===== src/rtl/conv_job_sequencer.sv =====
// Job-level controller for one convolution accelerator instance.
// Accepts a job, pulses acc_start, waits for acc_done (with timeout), then
// drains the output memory through a 2-entry skid FIFO onto a valid/ready
// result stream with a last marker.
module conv_job_sequencer #(
    parameter int unsigned DATA_W  = 32,
    parameter int unsigned ADDR_W  = 6,
    parameter int unsigned DEPTH   = 64,
    parameter int unsigned CNT_W   = 16,
    parameter int unsigned TIMEOUT = 4096
) (
    input  logic              clk,
    input  logic              rst,
    input  logic              job_valid,
    output logic              job_ready,
    output logic              acc_start,
    input  logic              acc_done,
    output logic              out_rd_en,
    output logic [ADDR_W-1:0] out_addr,
    input  logic [DATA_W-1:0] out_rd_data,
    output logic              res_valid,
    input  logic              res_ready,
    output logic [DATA_W-1:0] res_data,
    output logic              res_last,
    output logic              busy,
    output logic [CNT_W-1:0]  run_cycles,
    output logic              err_timeout
);

    typedef enum logic [2:0] {
        S_IDLE,
        S_START,
        S_RUN,
        S_ERR,
        S_DRAIN
    } state_t;

    localparam logic [ADDR_W:0]  DEPTH_C = (ADDR_W + 1)'(DEPTH);
    localparam logic [ADDR_W:0]  LAST_C  = (ADDR_W + 1)'(DEPTH - 1);
    localparam logic [CNT_W-1:0] CNT_MAX = '1;
    localparam logic [CNT_W-1:0] TO_LAST = CNT_W'(TIMEOUT - 1);

    state_t              state;
    logic [CNT_W-1:0]    run_cnt;
    logic                err_q;
    logic [ADDR_W:0]     issue_cnt;
    logic [ADDR_W-1:0]   addr_q;
    logic                rd_pend;
    logic                pend_last;
    logic                head_valid;
    logic                head_last;
    logic [DATA_W-1:0]   head_data;
    logic                tail_valid;
    logic                tail_last;
    logic [DATA_W-1:0]   tail_data;

    logic                pop;
    logic                issue;
    logic [1:0]          occ;

    // Read issue: a pop in the same cycle frees one slot, keeping
    // buffered + in-flight words at no more than two.
    always_comb begin
        pop   = head_valid && res_ready;
        occ   = {1'b0, head_valid} + {1'b0, tail_valid} + {1'b0, rd_pend};
        issue = (state == S_DRAIN) && (issue_cnt < DEPTH_C) &&
                ((occ < 2'd2) || (pop && (occ == 2'd2)));
    end

    // Output decode from registered state and FIFO head.
    always_comb begin
        job_ready   = (state == S_IDLE);
        busy        = (state != S_IDLE);
        acc_start   = (state == S_START);
        out_rd_en   = issue;
        out_addr    = issue ? issue_cnt[ADDR_W-1:0] : addr_q;
        res_valid   = head_valid;
        res_data    = head_data;
        res_last    = head_valid && head_last;
        run_cycles  = run_cnt;
        err_timeout = err_q;
    end

    // Job FSM, run counter, read pointer and skid FIFO.
    always_ff @(posedge clk) begin
        if (!rst) begin
            state      <= S_IDLE;
            run_cnt    <= '0;
            err_q      <= 1'b0;
            issue_cnt  <= '0;
            addr_q     <= '0;
            rd_pend    <= 1'b0;
            pend_last  <= 1'b0;
            head_valid <= 1'b0;
            head_last  <= 1'b0;
            head_data  <= '0;
            tail_valid <= 1'b0;
            tail_last  <= 1'b0;
            tail_data  <= '0;
        end else begin
            rd_pend   <= issue;
            pend_last <= issue && (issue_cnt == LAST_C);
            if (issue) begin
                addr_q    <= issue_cnt[ADDR_W-1:0];
                issue_cnt <= issue_cnt + (ADDR_W + 1)'(1);
            end

            // Data returning from memory goes to head if the head is free
            // (or being popped with nothing behind it), otherwise to tail.
            if (pop) begin
                if (tail_valid) begin
                    head_data  <= tail_data;
                    head_last  <= tail_last;
                    head_valid <= 1'b1;
                    if (rd_pend) begin
                        tail_data  <= out_rd_data;
                        tail_last  <= pend_last;
                        tail_valid <= 1'b1;
                    end else begin
                        tail_valid <= 1'b0;
                    end
                end else if (rd_pend) begin
                    head_data  <= out_rd_data;
                    head_last  <= pend_last;
                    head_valid <= 1'b1;
                end else begin
                    head_valid <= 1'b0;
                end
            end else if (rd_pend) begin
                if (!head_valid) begin
                    head_data  <= out_rd_data;
                    head_last  <= pend_last;
                    head_valid <= 1'b1;
                end else begin
                    tail_data  <= out_rd_data;
                    tail_last  <= pend_last;
                    tail_valid <= 1'b1;
                end
            end

            case (state)
                S_IDLE: begin
                    if (job_valid) begin
                        state     <= S_START;
                        run_cnt   <= '0;
                        err_q     <= 1'b0;
                        issue_cnt <= '0;
                    end
                end
                S_START: begin
                    state <= S_RUN;
                end
                S_RUN: begin
                    if (run_cnt != CNT_MAX) begin
                        run_cnt <= run_cnt + CNT_W'(1);
                    end
                    if (acc_done) begin
                        state <= S_DRAIN;
                    end else if (run_cnt == TO_LAST) begin
                        state <= S_ERR;
                    end
                end
                S_ERR: begin
                    err_q <= 1'b1;
                    state <= S_IDLE;
                end
                S_DRAIN: begin
                    if (pop && head_last) begin
                        state <= S_IDLE;
                    end
                end
                default: begin
                    state <= S_IDLE;
                end
            endcase
        end
    end

endmodule


===== config.mk =====
export PLATFORM = sky130hd
export DESIGN_NAME = conv_job_sequencer
export DESIGN_NICKNAME = d
export VERILOG_FILES = /design/src/rtl/conv_job_sequencer.sv
export SDC_FILE = /design/constraint.sdc
export NUM_CORES = 1
export LEC_CHECK = 0
export CAP_MARGIN = 10
export CORE_UTILIZATION = 25
export DETAILED_ROUTE_END_ITERATION = 8
export SYNTH_ARGS = -nofsm -noshare
export SYNTH_HDL_FRONTEND = slang
export SYNTH_SLANG_ARGS = --single-unit
export TNS_END_PERCENT = 1

===== constraint.sdc =====
create_clock -name clk -period 3.3 [get_ports clk]
set_input_delay 0.33 -clock clk [delete_from_list [all_inputs] [get_ports clk]]
set_output_delay 0.33 -clock clk [all_outputs]
set_load 0.02 [all_outputs]

==> impl_metrics.py, run 1 <==
metrics = {
    "placement": {
        "dpl_cell_area_sq_um": 5665,
        "io_buffer_count": 97,
        "dpl.hpwl_microns": 6987,
        "place.gp.congestion": 0.8164,
        "dp.cells": 800,
    },
    "yosys": {
        "synthArstFlopShare_pct": 0,
        "synth.ff_latch_count": 103,
        "synth_nets": 545,
        "post_synth_inst_count": 505,
        "yosysSeqAreaShare_pct": 45.80,
        "synthFlopType": "dfxtp_1",
        "ys_types": 54,
        "yosysWarnings": 0,
        "avgSynthCellArea_sq_um": 8.914,
        "synth_edf_count": 0,
        "synth_area_sq_um": 4502,
    },
    "timing": {
        "maxSlewViolCount": 0,
        "finClkSkew_ns": 0.005660,
        "fmax_mhz": 315.5,
        "rsz0062_at_grt": "false",
        "worst_pin_slew_ns": 0.6679,
        "hold_viol_final": 0,
        "tns_ns": 0,
        "period_needed_ns": 3.169,
        "setup_viol": 0,
        "slew_headroom_pct": 55.47,
        "fin_crit_sh_pct": 96.04,
    },
    "power": {
        "clockPowerShare_pct": 43.7,
        "ir_worst_vdd_mv": 0.2542,
        "power.density_nw_per_um2": 432.0,
        "leakagePower_nw": 2.153,
        "seq_power_share_pct": 48.9,
        "p_sw_share_pct": 22.38,
        "p_sw_mw": 0.5788,
        "p_int_mw": 2.007,
        "p_comb_share_pct": 7.5,
    },
    "floorplanning": {
        "die_w_microns": 136.2,
        "initial_utilization_pct": 25.85,
        "fp.dieH_microns": 136.2,
        "fp.coreArea_sq_um": 17420,
        "num_io_pins": 98,
        "dieArea_sq_um": 18550,
        "rows": 48,
    },
    "grt": {
        "grt_pass1_vias": 3337,
        "gr-total-overflow": 0,
        "grt_util_all_layers_pct": 11.99,
        "grt_pass1_wl_microns": 17430,
        "antenna_found_initial": 0,
        "grt_max_degree": 67,
    },
    "worst_setup_path": {
        "crit_fanout": 6,
        "r2r_slack_ns": 1.07,
        "required_ns": 2.97,
        "rr_startpoint": "run_cycles[0]",
        "worstReg2RegEnd": "run_cycles[6]",
        "cp-start-kind": "register",
        "rr_worst_depth": 6,
        "crit_arrival_ns": 2.84,
        "crit_type": "reg2out",
        "worstSetupEndpointType": "output pin",
    },
    "clock_network": {
        "clk_latency_ns": 0.35,
        "clockBufferDepth": 2,
        "cts_tree": "yes",
        "ctsResizeCount": 0,
        "cts_buffers": 9,
        "clk_pin_slew_ns": 0.07,
        "cts_hold_buf": 0,
        "cts-root-buf": "clkbuf_16",
        "cts.sinks": 103,
        "post_cts_buffers": 2,
        "cts_max_level": 3,
    },
    "worst_hold_path": {
        "hold_class": "reg2reg",
        "min_path_cells": 2,
        "holdCritStartpoint": "tail_data[3]",
        "min_to": "tail_data[3]",
    },
    "layout": {
        "design_area_sq_um": 5986,
        "final-instance-count-excl-fill": 817,
        "n_antenna_cell": 0,
        "layout-drive-gt1-share_pct": 8.277,
        "num-nets-final": 628,
        "post-route-util_pct": 34.37,
        "area_delta_synth_final_pct": 32.96,
    },
    "drt": {
        "drt_iter0_markers": 211,
        "totalWireLength_microns": 11010,
        "drcViolationCount": 0,
        "wl_per_cell_microns": 13.47,
        "vias": 3778,
        "drt_pre_antenna_iters": 4,
        "ant_nets": 0,
        "post_drt_via_cell_ratio": 4.624,
    },
    "flow_run": {
        "timing.max_cap.violations": 0,
    },
    "outcome": {
        "status": "finished clean",
    },
}
==> metrics by stage <==
| stage | total power, mW | hold WS (ns) | worst slack (ns) |
|---|---|---|---|
| final | 2.586 | 0.4530 | 0.1308 |
| after floorplan | 1.390 | 0.4315 | 0.6043 |
| after global placement | 1.486 | 0.4407 | 0.3674 |
| after CTS | 2.641 | 0.4557 | 0.1115 |
| after global routing | 2.704 | 0.4723 | 0.003627 |
| after detailed placement | 1.486 | 0.4458 | 0.3148 |
==> cells in the final DEF, fill, tap and decap left out, drive strengths merged, types with 5 or more instances in the layout <==
cell,count
a211oi,33
a21oi,44
a31oi,9
and2,9
buf,10
clkbuf,12
clkdlybuf4s50,97
dfxtp,103
inv,10
mux2,6
mux2i,37
nand2,86
nand3,15
nand4,10
nor2,49
nor3,10
o21ai,10
xor2,5
==> flip-flops by register name, indices dropped and copies added (netlist names) <==
register     cells
addr_q           6
err_timeout      1
head_last        1
issue_cnt        7
pend_last        1
rd_pend          1
res_data        32
res_valid        1
run_cycles      16
state            3
tail_data       32
tail_last        1
tail_valid       1
==> power groups by stage <==
stage	sequential (mW)	clock, mW	combinational (mW)
floorplan	1.30	0	0.0947
global placement	1.29	0	0.193
detailed placement	1.29	0	0.193
CTS	1.26	1.18	0.195
global route	1.27	1.23	0.209
finish	1.26	1.13	0.193
==> synthesized netlist by cell type, types with 3 or more instances <==
| library cell | count | share of area [%] |
|---|---|---|
| a211oi_1 | 33 | 5.5 |
| a21oi_1 | 44 | 4.9 |
| a31oi_1 | 6 | 0.83 |
| a31oi_2 | 3 | 0.83 |
| and2_1 | 9 | 1.3 |
| and3_1 | 4 | 0.56 |
| buf_1 | 3 | 0.25 |
| buf_2 | 7 | 0.78 |
| buf_6 | 4 | 1.0 |
| clkbuf_1 | 19 | 1.6 |
| dfxtp_1 | 103 | 46 |
| inv_1 | 9 | 0.75 |
| mux2_2 | 5 | 1.3 |
| mux2i_1 | 37 | 8.2 |
| nand2_1 | 83 | 6.9 |
| nand3_1 | 12 | 1.3 |
| nand3_2 | 3 | 0.67 |
| nand4_1 | 9 | 1.3 |
| nor2_1 | 48 | 4.0 |
| nor3_1 | 9 | 1.0 |
| o21ai_0 | 6 | 0.67 |
| o21ai_1 | 3 | 0.33 |
| or3_1 | 4 | 0.56 |
| xor2_1 | 5 | 0.97 |
==> worst max path at each step <==
stage | slack (ns) | endpoint | start
floorplan | 0.60 | out_addr[4] | res_valid
global placement | 0.37 | out_addr[1] | rd_pend
detailed placement | 0.31 | out_addr[3] | rd_pend
CTS | 0.11 | out_addr[3] | rd_pend
global route | 0.004 | out_addr[4] | rd_pend
finish | 0.13 | out_addr[3] | rd_pend
==> worst max-delay path, cell delays in order (launching register included) <==
cell and delay, ns:
dfxtp_1 0.40, inv_1 0.10, fa_1 0.51, a31oi_1 0.12, nor4b_4 0.31, buf_4 0.19
mux2_2 0.34, clkdlybuf4s50_1 0.54
==> layout make-up <==
| cell class | instances | area [sq um] |
|---|---|---|
| clock buffer | 12 | 236.5 |
| clock inverter | 3 | 68.82 |
| fill | 1818 | 11430 |
| inverter | 10 | 37.54 |
| multi-input combinational | 357 | 2241 |
| sequential | 103 | 2062 |
| tap | 225 | 281.5 |
| timing repair buffer | 107 | 1059 |
==> kinds of logic after synthesis <==
logic type,count (synthesis),synth area share [%]
AND/OR/NAND/NOR,199,22.10
AO/OA/AOI/OAI,105,15.23
flip-flops,103,45.80
buffers and inverters,45,4.780
multiplexers,43,9.728
XOR/XNOR,7,1.362
adder cells (fa/ha/maj),3,1.000
==> per-layer routing <==
layer  track usage [%]  vias to the layer above  part of all wire, %
met5                 0                        -                    0
met4             4.259                        0                  1.3
met3             2.796                       10                  4.3
met2             18.22                       77                   44
met1             16.42                     1748                   50
li1                  -                     1943                    -
(Power assumes the default switching activity.)
==> run 2: changes to the inputs <==
--- a/config.mk
+++ b/config.mk
@@ -5,10 +5,11 @@
 export SDC_FILE = /design/constraint.sdc
 export NUM_CORES = 1
 export LEC_CHECK = 0
+export ABC_AREA = 0
 export CAP_MARGIN = 10
 export CORE_UTILIZATION = 25
 export DETAILED_ROUTE_END_ITERATION = 8
 export SYNTH_ARGS = -nofsm -noshare
 export SYNTH_HDL_FRONTEND = slang
 export SYNTH_SLANG_ARGS = --single-unit
-export TNS_END_PERCENT = 1
+export TNS_END_PERCENT = 20
==> constraint.sdc (replaced) <==
create_clock -name clk -period 3.3 [get_ports clk]
set_input_delay 0.33 -clock clk [delete_from_list [all_inputs] [get_ports clk]]
set_output_delay 0.33 -clock clk [all_outputs]
set_load 0.005 [all_outputs]
==> run 2 against run 1 <==
  * Sequential power is essentially flat
  * Core utilization hardly changed
  * Final cell count fell by 0.12%
  * Clock skew grew 0.0018 ns
  * Die area stayed put
  * Clock-buffer cell count unchanged
  * Wire length decreased by 1.3%
  * Register-to-register slack about the same
  * Non-clock buffer count shrank 2
  * Maximum frequency rose by 3.1%
  * Design area about the same
  * Largest power group unchanged
==> impl_metrics.py, run 2 (synthesis gave the netlist of run 1 again) <==
metrics = {
    "placement": {
        "io_buffer_count": 97,
        "pre_cts_slack_ns": 0.5901,
        "dpl_cell_area_sq_um": 5665,
        "dpl.hpwl_microns": 7003,
        "place.gp.congestion": 0.8031,
    },
    "clock_network": {
        "cts_tree": "yes",
        "ctsResizeCount": 0,
        "cts_hold_buf": 0,
        "cts.sinks": 103,
        "post_cts_buffers": 0,
        "cts_max_level": 3,
        "cts-root-buf": "clkbuf_16",
        "clk_pin_slew_ns": 0.07,
        "cts_buffers": 9,
        "clk_latency_ns": 0.34,
        "clockBufferDepth": 2,
    },
    "floorplanning": {
        "initial_utilization_pct": 25.85,
        "fp.coreArea_sq_um": 17420,
        "num_io_pins": 98,
        "rows": 48,
        "die_w_microns": 136.2,
        "dieArea_sq_um": 18550,
        "fp.dieH_microns": 136.2,
    },
    "drt": {
        "vias": 3774,
        "wl_per_cell_microns": 13.32,
        "drt_pre_antenna_iters": 4,
        "ant_nets": 0,
        "drt_iter0_markers": 164,
        "drcViolationCount": 0,
        "totalWireLength_microns": 10870,
        "post_drt_via_cell_ratio": 4.625,
    },
    "grt": {
        "grt_util_all_layers_pct": 12.01,
        "grt_pass1_vias": 3481,
        "gr-total-overflow": 0,
        "antenna_found_initial": 0,
        "grt_pass1_wl_microns": 17580,
        "grt_max_degree": 67,
    },
    "power": {
        "power.density_nw_per_um2": 428.8,
        "ir_worst_vdd_mv": 0.2211,
        "leakagePower_nw": 2.150,
    },
    "timing": {
        "rsz0062_at_grt": "false",
        "setup_viol": 0,
        "maxSlewViolCount": 0,
        "fmax_mhz": 325.4,
        "finClkSkew_ns": 0.007433,
        "tns_ns": 0,
        "hold_ws_ns": 0.4526,
        "worst_pin_slew_ns": 0.6671,
        "fin_crit_sh_pct": 93.14,
        "fin_ws_ns": 0.2265,
        "hold_viol_final": 0,
        "slew_headroom_pct": 55.53,
        "period_needed_ns": 3.074,
    },
    "layout": {
        "n_antenna_cell": 0,
        "layout-drive-gt1-share_pct": 8.629,
        "area_delta_synth_final_pct": 32.91,
        "regArea_sq_um": 2062,
        "num-nets-final": 626,
        "final_common_cell": "dfxtp_1",
        "fill_cells": 1789,
        "final_cell_mix": "103 x dfxtp_1, 97 x clkdlybuf4s50_1, 83 x nand2_1",
        "design_area_sq_um": 5983,
        "multi_input_area_sq_um": 2241,
        "post-route-util_pct": 34.35,
    },
    "worst_setup_path": {
        "crit_arrival_ns": 2.74,
        "startpoint": "rd_pend",
        "crit_fanout": 15,
        "critPathBufInv": 3,
        "crit_type": "reg2out",
        "crit_family": "buffers and inverters",
        "worstSetupEndpointType": "output pin",
        "rr_startpoint": "rd_pend",
        "critPathSlowestCell": "fa_1",
        "cp_cell_sequence": "inv_1 > fa_1 > a31oi_1 > nor4b_4 > buf_4 > mux2_2 > clkdlybuf4s50_1",
        "cp-start-kind": "register",
        "cpPeakStageDelay_ns": 0.50,
        "required_ns": 2.97,
    },
    "outcome": {
        "status": "finished clean",
    },
    "flow_run": {
        "timing.max_cap.violations": 0,
    },
    "worst_hold_path": {
        "hold_class": "reg2reg",
        "holdCritStartpoint": "tail_data[22]",
    },
}
run 2: routing by layer:
metal / wire length, microns / vias up / global-route usage (%)
met1: 5508 / 1739 / 16.59
met3: 493 / 14 / 2.200
met2: 4620 / 84 / 17.85
li1: - / 1937 / -
met5: 0 / - / 0
met4: 244 / 0 / 5.741
run 2: worst paths after layout:
check,end,slack (ns),cells after the start
worst max register to register,addr_q[4],1.08,7
worst min-delay path,tail_data[22],0.45,2
worst min register to register,tail_data[22],0.45,2
worst max-delay path,out_addr[1],0.23,7
run 2: area by class of cell:
class / instances / area share, %
sequential: 103 / 34.46
clock buffer: 12 / 4.454
inverter: 10 / 0.6274
tap: 225 / 4.705
timing repair buffer: 105 / 17.44
multi-input combinational: 357 / 37.45
clock inverter: 4 / 0.8574
run 2: worst reg2reg max path, stage by stage, from the launching register on:
cell and delay, ns:
dfxtp_1 0.41, inv_1 0.09, fa_1 0.50, a31oi_1 0.12
nor4b_4 0.22, buf_4 0.25, mux2_1 0.36, and2_1 0.16
run 2: per-stage QoR:
stage	power (mW)	std cells
3_5_place_dp	1.471	800
2_1_floorplan	1.377	505
4_1_cts	2.615	816
3_3_place_gp	1.472	800
6_report	2.566	816
5_1_grt	2.677	816
run 2: report_power, final:
group | leakage [nW] | total [mW] | internal, mW | switching (mW)
combinational | 1.16 | 0.177 | 0.0899 | 0.0874
sequential | 0.830 | 1.26 | 1.25 | 0.0114
clock | 0.155 | 1.12 | 0.652 | 0.472
==> run 3: changes to the inputs <==
--- a/config.mk
+++ b/config.mk
@@ -9,6 +9,7 @@
 export CAP_MARGIN = 10
 export CORE_UTILIZATION = 25
 export DETAILED_ROUTE_END_ITERATION = 8
+export MAX_ROUTING_LAYER = met4
 export SYNTH_ARGS = -nofsm -noshare
 export SYNTH_HDL_FRONTEND = slang
 export SYNTH_SLANG_ARGS = --single-unit
==> run 3 against run 2 <==
  * Wire length fell by 0.11%
  * Via count rose by 0.24%
  * Hold slack barely moved
  * Critical endpoint unchanged
  * Core utilization did not move
  * Total power barely moved
  * Final cell count did not move
  * Register-to-register slack barely moved
==> impl_metrics.py, run 3 (synthesis gave the netlist of run 1 again) <==
metrics = {
    "placement": {
        "dpl.hpwl_microns": 7003,
        "place.gp.congestion": 0.8147,
        "dp.cells": 800,
        "io_buffer_count": 97,
    },
    "layout": {
        "post-route-util_pct": 34.35,
        "layout-drive-gt1-share_pct": 8.629,
        "multi_input_area_sq_um": 2241,
        "n_antenna_cell": 0,
        "regArea_sq_um": 2062,
        "final-instance-count-excl-fill": 816,
        "final_cell_mix": "103 x dfxtp_1, 97 x clkdlybuf4s50_1, 83 x nand2_1",
        "area_delta_synth_final_pct": 32.91,
        "final_common_cell": "dfxtp_1",
        "fill_cells": 1789,
        "num-nets-final": 626,
    },
    "grt": {
        "grt_util_all_layers_pct": 12.35,
        "grt_max_degree": 67,
        "antenna_found_initial": 0,
        "gr-total-overflow": 0,
        "grt_pass1_wl_microns": 17570,
        "grt_pass1_vias": 3487,
    },
    "timing": {
        "fmax_mhz": 325.7,
        "maxSlewViolCount": 0,
        "slew_headroom_pct": 55.63,
        "setup_viol": 0,
        "fin_crit_sh_pct": 93.04,
        "period_needed_ns": 3.070,
        "tns_ns": 0,
        "rsz0062_at_grt": "false",
        "worst_pin_slew_ns": 0.6655,
        "hold_viol_final": 0,
        "finClkSkew_ns": 0.007299,
    },
    "worst_setup_path": {
        "crit_type": "reg2out",
        "critPathBufInv": 3,
        "crit_arrival_ns": 2.74,
        "startpoint": "rd_pend",
        "crit_family": "buffers and inverters",
        "worstReg2RegEnd": "addr_q[4]",
        "cp_cell_sequence": "inv_1 > fa_1 > a31oi_1 > nor4b_4 > buf_4 > mux2_2 > clkdlybuf4s50_1",
        "worstSetupEndpointType": "output pin",
        "required_ns": 2.97,
        "cpPeakStageDelay_ns": 0.50,
        "cp-start-kind": "register",
        "path_depth": 7,
        "r2r_slack_ns": 1.09,
        "crit_path_end": "out_addr[1]",
        "crit_fanout": 15,
        "rr_worst_depth": 7,
        "critPathSlowestCell": "fa_1",
        "rr_startpoint": "rd_pend",
    },
    "floorplanning": {
        "num_io_pins": 98,
        "die_w_microns": 136.2,
        "rows": 48,
        "initial_utilization_pct": 25.85,
        "fp.coreArea_sq_um": 17420,
        "dieArea_sq_um": 18550,
        "fp.dieH_microns": 136.2,
    },
    "clock_network": {
        "clk_latency_ns": 0.34,
        "cts_hold_buf": 0,
        "post_cts_buffers": 0,
        "cts_buffers": 9,
        "ctsResizeCount": 0,
        "cts.sinks": 103,
        "cts_tree": "yes",
        "clockBufferDepth": 2,
        "clk_pin_slew_ns": 0.07,
        "cts-root-buf": "clkbuf_16",
        "cts_max_level": 3,
    },
    "drt": {
        "drt_iter0_markers": 169,
        "totalWireLength_microns": 10860,
        "vias": 3783,
        "drt_pre_antenna_iters": 4,
        "drcViolationCount": 0,
        "wl_per_cell_microns": 13.30,
        "post_drt_via_cell_ratio": 4.636,
        "ant_nets": 0,
    },
    "power": {
        "power_mw": 2.565,
        "power.density_nw_per_um2": 428.6,
        "leakagePower_nw": 2.150,
        "ir_worst_vdd_mv": 0.2211,
    },
    "worst_hold_path": {
        "holdCritStartpoint": "tail_data[22]",
        "hold_class": "reg2reg",
    },
    "outcome": {
        "status": "finished clean",
    },
    "flow_run": {
        "timing.max_cap.violations": 0,
    },
}
## run 3: cell counts in the layout (fill, tap and decap cells not counted)
Identical to the previous run, type by type.
## run 3: worst register-to-register path: cells and delay by family, from the launching register on
family | cells | cell delay (ns)
AO/OA/AOI/OAI | 1 | 0.12
adder cells (fa/ha/maj) | 1 | 0.50
buffers and inverters | 2 | 0.34
flip-flops | 1 | 0.41
multiplexers | 1 | 0.36
AND/OR/NAND/NOR | 2 | 0.38
## run 3: through the flow
| step | worst slack (ns) | cell area [sq um] | hold slack (ns) |
|---|---|---|---|
| floorplan | 0.8460 | 4502 | 0.4315 |
| global placement | 0.6215 | 5665 | 0.4416 |
| detailed placement | 0.5901 | 5665 | 0.4463 |
| CTS | 0.1948 | 5983 | 0.4560 |
| global route | 0.05244 | 5983 | 0.4754 |
| finish | 0.2296 | 5983 | 0.4526 |
## run 3: how the worst min path moves through the flow
stage / end / cells past startpoint
floorplan: tail_last / 2
global placement: tail_data[16] / 2
detailed placement: tail_data[31] / 2
CTS: tail_data[31] / 2
global route: tail_data[20] / 2
finish: tail_data[22] / 2
## run 3: layout make-up
class / count / share of cell area (%)
inverters: 10 / 0.6274
multi-input cells: 357 / 37.45
well taps: 225 / 4.705
clock buffers: 12 / 4.454
flip-flops and latches: 103 / 34.46
repair buffers: 105 / 17.44
clock inverters: 4 / 0.8574
## run 3: layer usage
layer / global-route usage, % / wire (microns) / vias to the layer above
li1: - / - / 1935
met1: 16.66 / 5525 / 1744
met2: 17.82 / 4615 / 89
met3: 2.051 / 481 / 15
met4: 5.741 / 233 / 0
met5: - / 0 / -
## run 3: where the power goes
group / switching [mW] / internal (mW) / total [mW]
logic: 0.0874 / 0.0899 / 0.177
registers: 0.0114 / 1.25 / 1.26
clock network: 0.471 / 0.652 / 1.12
total: 0.570 / 1.99 / 2.56
